===== src/rtl/sdr_params_pkg.sv =====
// Shared SDRAM write-path parameters and the write-buffer FSM state encoding.
package sdr_params_pkg;

  localparam int DSIZE     = 32;
  localparam int BURST_LEN = 4;
  localparam int DEPTH     = 8;

  typedef enum logic {
    ST_IDLE  = 1'b0,
    ST_BURST = 1'b1
  } wr_state_e;

endpackage


===== src/rtl/sdr_wfifo_mem.sv =====
// Write-buffer storage: DEPTH entries of {masks, data} with wrapping head/tail pointers.
module sdr_wfifo_mem #(
  parameter int WIDTH = 36,
  parameter int DEPTH = 8
) (
  input  logic             CLK,
  input  logic             RESET_N,
  input  logic             wr_en,
  input  logic [WIDTH-1:0] wr_data,
  input  logic             rd_en,
  output logic [WIDTH-1:0] rd_data
);

  localparam int AW = (DEPTH > 1) ? $clog2(DEPTH) : 1;

  logic [WIDTH-1:0] mem [DEPTH];
  logic [AW-1:0]    wr_ptr;
  logic [AW-1:0]    rd_ptr;

  function automatic logic [AW-1:0] ptr_inc(input logic [AW-1:0] p);
    return (p == AW'(DEPTH - 1)) ? '0 : p + 1'b1;
  endfunction

  // NOTE: the array has no reset branch so it maps onto plain RAM; only the pointers reset.
  always_ff @(posedge CLK) begin
    if (wr_en) mem[wr_ptr] <= wr_data;
  end

  always_ff @(posedge CLK) begin
    if (!RESET_N) begin
      wr_ptr <= '0;
      rd_ptr <= '0;
    end else begin
      if (wr_en) wr_ptr <= ptr_inc(wr_ptr);
      if (rd_en) rd_ptr <= ptr_inc(rd_ptr);
    end
  end

  assign rd_data = mem[rd_ptr];

endmodule


===== src/rtl/sdr_wr_buffer.sv =====
// Host write buffer feeding the SDRAM data path: collects beats, drains them as fixed-length bursts.
module sdr_wr_buffer #(
  parameter int DSIZE     = sdr_params_pkg::DSIZE,
  parameter int DEPTH     = sdr_params_pkg::DEPTH,
  parameter int BURST_LEN = sdr_params_pkg::BURST_LEN,
  localparam int MW       = DSIZE / 8,
  localparam int LW       = $clog2(DEPTH) + 1
) (
  input  logic             CLK,
  input  logic             RESET_N,
  input  logic [DSIZE-1:0] HOST_WDATA,
  input  logic [MW-1:0]    HOST_WDM,
  input  logic             HOST_WVALID,
  output logic             HOST_WREADY,
  output logic             BURST_AVAIL,
  input  logic             WR_REQ,
  output logic [DSIZE-1:0] WDATA_OUT,
  output logic [MW-1:0]    WDM_OUT,
  output logic             WR_ACTIVE,
  output logic [LW-1:0]    LEVEL,
  output logic             UNDERRUN
);

  import sdr_params_pkg::wr_state_e;
  import sdr_params_pkg::ST_IDLE;
  import sdr_params_pkg::ST_BURST;

  localparam int CW = (BURST_LEN > 1) ? $clog2(BURST_LEN) : 1;

  wr_state_e            state;
  wr_state_e            state_nxt;
  logic [CW-1:0]        beat_cnt;
  logic                 push;
  logic                 pop;
  logic                 last_beat;
  logic [MW+DSIZE-1:0]  rd_data;

  assign HOST_WREADY = RESET_N && (LEVEL < LW'(DEPTH));
  assign BURST_AVAIL = (LEVEL >= LW'(BURST_LEN));
  assign push        = HOST_WVALID && HOST_WREADY;
  assign pop         = (state == ST_BURST);
  assign last_beat   = (beat_cnt == CW'(BURST_LEN - 1));

  sdr_wfifo_mem #(
    .WIDTH (MW + DSIZE),
    .DEPTH (DEPTH)
  ) u_mem (
    .CLK     (CLK),
    .RESET_N (RESET_N),
    .wr_en   (push),
    .wr_data ({HOST_WDM, HOST_WDATA}),
    .rd_en   (pop),
    .rd_data (rd_data)
  );

  // NOTE: state_nxt is assigned before the case so every path drives it and no latch is inferred.
  always_comb begin
    state_nxt = state;
    unique case (state)
      ST_IDLE:  if (WR_REQ && BURST_AVAIL) state_nxt = ST_BURST;
      ST_BURST: if (last_beat)             state_nxt = ST_IDLE;
      default:                             state_nxt = ST_IDLE;
    endcase
  end

  // NOTE: all state uses non-blocking assignments so every register samples pre-edge values.
  always_ff @(posedge CLK) begin
    if (!RESET_N) begin
      state     <= ST_IDLE;
      beat_cnt  <= '0;
      LEVEL     <= '0;
      WDATA_OUT <= '0;
      WDM_OUT   <= '1;
      WR_ACTIVE <= 1'b0;
      UNDERRUN  <= 1'b0;
    end else begin
      state    <= state_nxt;
      LEVEL    <= LEVEL + LW'(push) - LW'(pop);
      beat_cnt <= (pop && !last_beat) ? beat_cnt + 1'b1 : '0;
      // Idle output is data 0 with every byte masked, so the data path writes nothing.
      if (pop) begin
        WDATA_OUT <= rd_data[DSIZE-1:0];
        WDM_OUT   <= rd_data[MW+DSIZE-1:DSIZE];
        WR_ACTIVE <= 1'b1;
      end else begin
        WDATA_OUT <= '0;
        WDM_OUT   <= '1;
        WR_ACTIVE <= 1'b0;
      end
      if (state == ST_IDLE && WR_REQ && !BURST_AVAIL) UNDERRUN <= 1'b1;
    end
  end

endmodule


===== config.mk =====
export PLATFORM = sky130hd
export DESIGN_NAME = sdr_wr_buffer
export DESIGN_NICKNAME = d
export VERILOG_FILES = /design/src/rtl/sdr_params_pkg.sv /design/src/rtl/sdr_wfifo_mem.sv /design/src/rtl/sdr_wr_buffer.sv
export SDC_FILE = /design/constraint.sdc
export NUM_CORES = 1
export LEC_CHECK = 0
export CAP_MARGIN = 40
export CORE_ASPECT_RATIO = 2
export CORE_MARGIN = 2
export CORE_UTILIZATION = 59
export DETAILED_ROUTE_END_ITERATION = 8
export PLACE_DENSITY = 0.76
export SYNTH_ARGS = -nofsm -noshare
export SYNTH_HDL_FRONTEND = slang
export SYNTH_HIERARCHICAL = 1
export SYNTH_SLANG_ARGS = --single-unit

===== constraint.sdc =====
create_clock -name CLK -period 5.7 [get_ports CLK]
set_input_delay 1.14 -clock CLK [delete_from_list [all_inputs] [get_ports CLK]]
set_output_delay 1.14 -clock CLK [all_outputs]
set_load 0.02 [all_outputs]

==> impl_results.md <==
- Status: complete, no violations
- CTS H-Tree Depth: 1
- Largest area contributor in the netlist: edfxtp_1
- Grt total ovfl: 0
- Mapped Nets: 633
- Post-CTS Setup Inserts: 0
- Clock Latency Late Sink: 0.55 ns
- Clk pwr share: 36.9%
- Kind of critical path: input pin to output pin
- Pins Over Slew Limit: 0
- Post-DRT Antenna Nets: 0
- CTS max path bufs: 3
- Max incr delay on CP: 0.60 ns
- #FFs+latches synth: 342
- Final setup TNS: 0 ns
- Met3 wire length: 842 um
- Worst path slowest cell: clkdlybuf4s50_1
- TritonRoute pass-1 iters: 4
- Routed length on met2: 13400 um
- Final hold slack: 0.436 ns
- Most frequent cells in the layout: 288 x edfxtp_1, 82 x clkdlybuf4s50_1, 72 x mux4_1
- Vias/cell: 6.01
- Largest cells by area after synthesis: edfxtp_1 67%, mux4_1 15%, dfxtp_1 8.4%
- Initial antenna violation count: 0
- Combinational share of power: 10.9%
- CTS Buf Count: 28
- Wl on met1: 9090 um
- Vias in the first global route: 6391
- Warnings, synthesis: 6
- Syn avg cell area: 22.2 um2
- Share of the synthesized area in the top cell type: 67.0%
- Port-buffer cells: 83
- Hold path start: beat_cnt[0]$_SDFF_PN0_
- Post-Syn Area: 12900 um2
- Worst-Margin Slew: 0.869 ns
- Worst-path clk slew: 0.07 ns
- Per-cell routed wire length: 24.4 um
- Power Dens Cells: 361 nW/um2
- Max IR drop VDD: 0.294 mV
- Initial core utilization: 60.0%
- Die Width: 109 um
- Final period util: 55.3%
- RSZ-0062 raised after global routing: no
- Unique masters post-synth: 31
- Final Total Pwr: 5470 uW
- Register area share after synthesis: 75.4%
- DRT iter0 DRCs: 376
- DR vias: 5867
- Final core occ: 70.6%
- Root Driver: clkbuf_16
- Hold_buf cts: 0
- CTS tree: done
- Chip height: 213 um
- Crit path max fanout: 2
- DRC Markers: 0
- Final setup fails: 0
- CORE AREA: 21500 um2
- Finished layout cell area: 15200 um2
- ANT cells: 0
- Final Skew: 0.00698 ns
- Ports: 84
- Net Sw Frac: 21.7%
- GP Congestion: 0.713
- Min Clock Period, post-route: 3.15 ns
- Worst setup SP type: input pin
- Endpoint class of the critical path: output pin
- Sequential cell area: 9740 um2
- Leakage: 0.00509 uW
- Fin nets: 732
- Largest net degree at the start of global routing: 66
- Fmax achieved: 317 MHz
- Num Clock Sinks: 342
- Int Pwr: 4290 uW
- Path type of the worst min-delay path: register to register
- Switch Pwr: 1190 uW
- Area Growth Syn to Fin: 17.5%
- # rows: 76
- Post-detail-place hpwl: 13900 um
- Worst endpoint data arrival time: 2.01 ns
- Area after DPL: 14200 um2
- Max-Cap Viols: 0
- Max_slew headroom: 41.9%
- DR top layer: met4
- DIE AREA: 23100 um2
- Most common cell after layout, fill and taps aside: edfxtp_1
- WL final: 23900 um
- Post-synthesis cell count: 582
- Layout cell share with drive strength beyond 1: 15.2%
- Crit path launch: RESET_N
- Final Hold Vio Count: 0
- FILL cells: 1327
- Sequential power share: 52.2%
- Area of the multi-input gates: 3020 um2
- Cells along the critical path: buf_2 > and2b_1 > clkdlybuf4s50_1
- First-pass GRT wire length: 36200 um
- WP data required: 4.56 ns
- Post-CTS Resized: 0
- Global Route Usage Sum: 21.5%
[final timing paths]
kind	endpoint	slack, ns	cells past startpoint
worst max-delay path	HOST_WREADY	2.55	3
worst min-delay path	beat_cnt[0]$_SDFF_PN0_	0.44	1
worst max register to register	WDM_OUT[0]$_SDFF_PN1_	2.99	4
worst min register to register	beat_cnt[0]$_SDFF_PN0_	0.44	1
[power by group through the flow]
stage	clock network (uW)	registers (uW)	logic (uW)
after floorplan	0	2920	375
after global placement	0	2910	572
after detailed placement	0	2910	596
after CTS	2070	2860	603
after global routing	2150	2870	639
final	2020	2860	595
[area by class of cell]
class / instances / share of cell area [%]
flip-flops and latches: 342 / 64.2
multi-input cells: 204 / 19.9
repair buffers: 96 / 6.90
clock buffers: 36 / 5.02
well taps: 273 / 2.25
clock inverters: 16 / 1.45
inverters: 9 / 0.223
[flip-flops by register name, summed over array words and instances (netlist names), named ones only]
name and count:
LEVEL 4, UNDERRUN 1, WDATA_OUT 32, WDM_OUT 4, WR_ACTIVE 1, beat_cnt 2, pop 1, u_mem/mem 288
u_mem/rd_ptr 3, u_mem/wr_ptr 3
[routing by layer]
metal	up-vias	GRT usage, %
met2	135	39.3
met1	3084	26.1
met3	33	2.26
li1	2615	-
met4	0	8.18
met5	-	0
[cell usage after synthesis (all sizes together)]
cell type  instances
mux2i              4
nor3               3
nor2b              8
a21oi              2
nor3b              3
fa                 1
mux2              36
nand2b             4
and2b              1
or2                4
nand2              6
nor2               8
inv                9
buf               18
or2b               1
dfxtp             54
ha                10
and3              32
clkbuf             9
edfxtp           288
a21o               1
nand3b             1
mux4              72
a21boi             1
xnor2              1
o21a               3
and2               2
[stage by stage]
step,cells,worst slack (ns)
after CTS,976,2.55
after detailed placement,924,2.29
after global placement,916,2.10
after global routing,976,2.52
after floorplan,582,0.881
final,976,2.55
[critical path: cells and delay by family]
| family | cells | cell delay, ns |
|---|---|---|
| buffers and inverters | 2 | 0.72 |
| and+or+nand+nor | 1 | 0.14 |
[kinds of logic after synthesis]
kind of cell	after synthesis	synth area share [%]
multiplexers	112	18.1
flip-flops	342	75.4
adder cells (fa/ha/maj)	11	1.13
AND/OR/NAND/NOR	73	3.32
AO/OA/AOI/OAI	7	0.369
buffers and inverters	36	1.59
XOR/XNOR	1	0.0679
No activity file was read; power rests on OpenSTA's default activity.
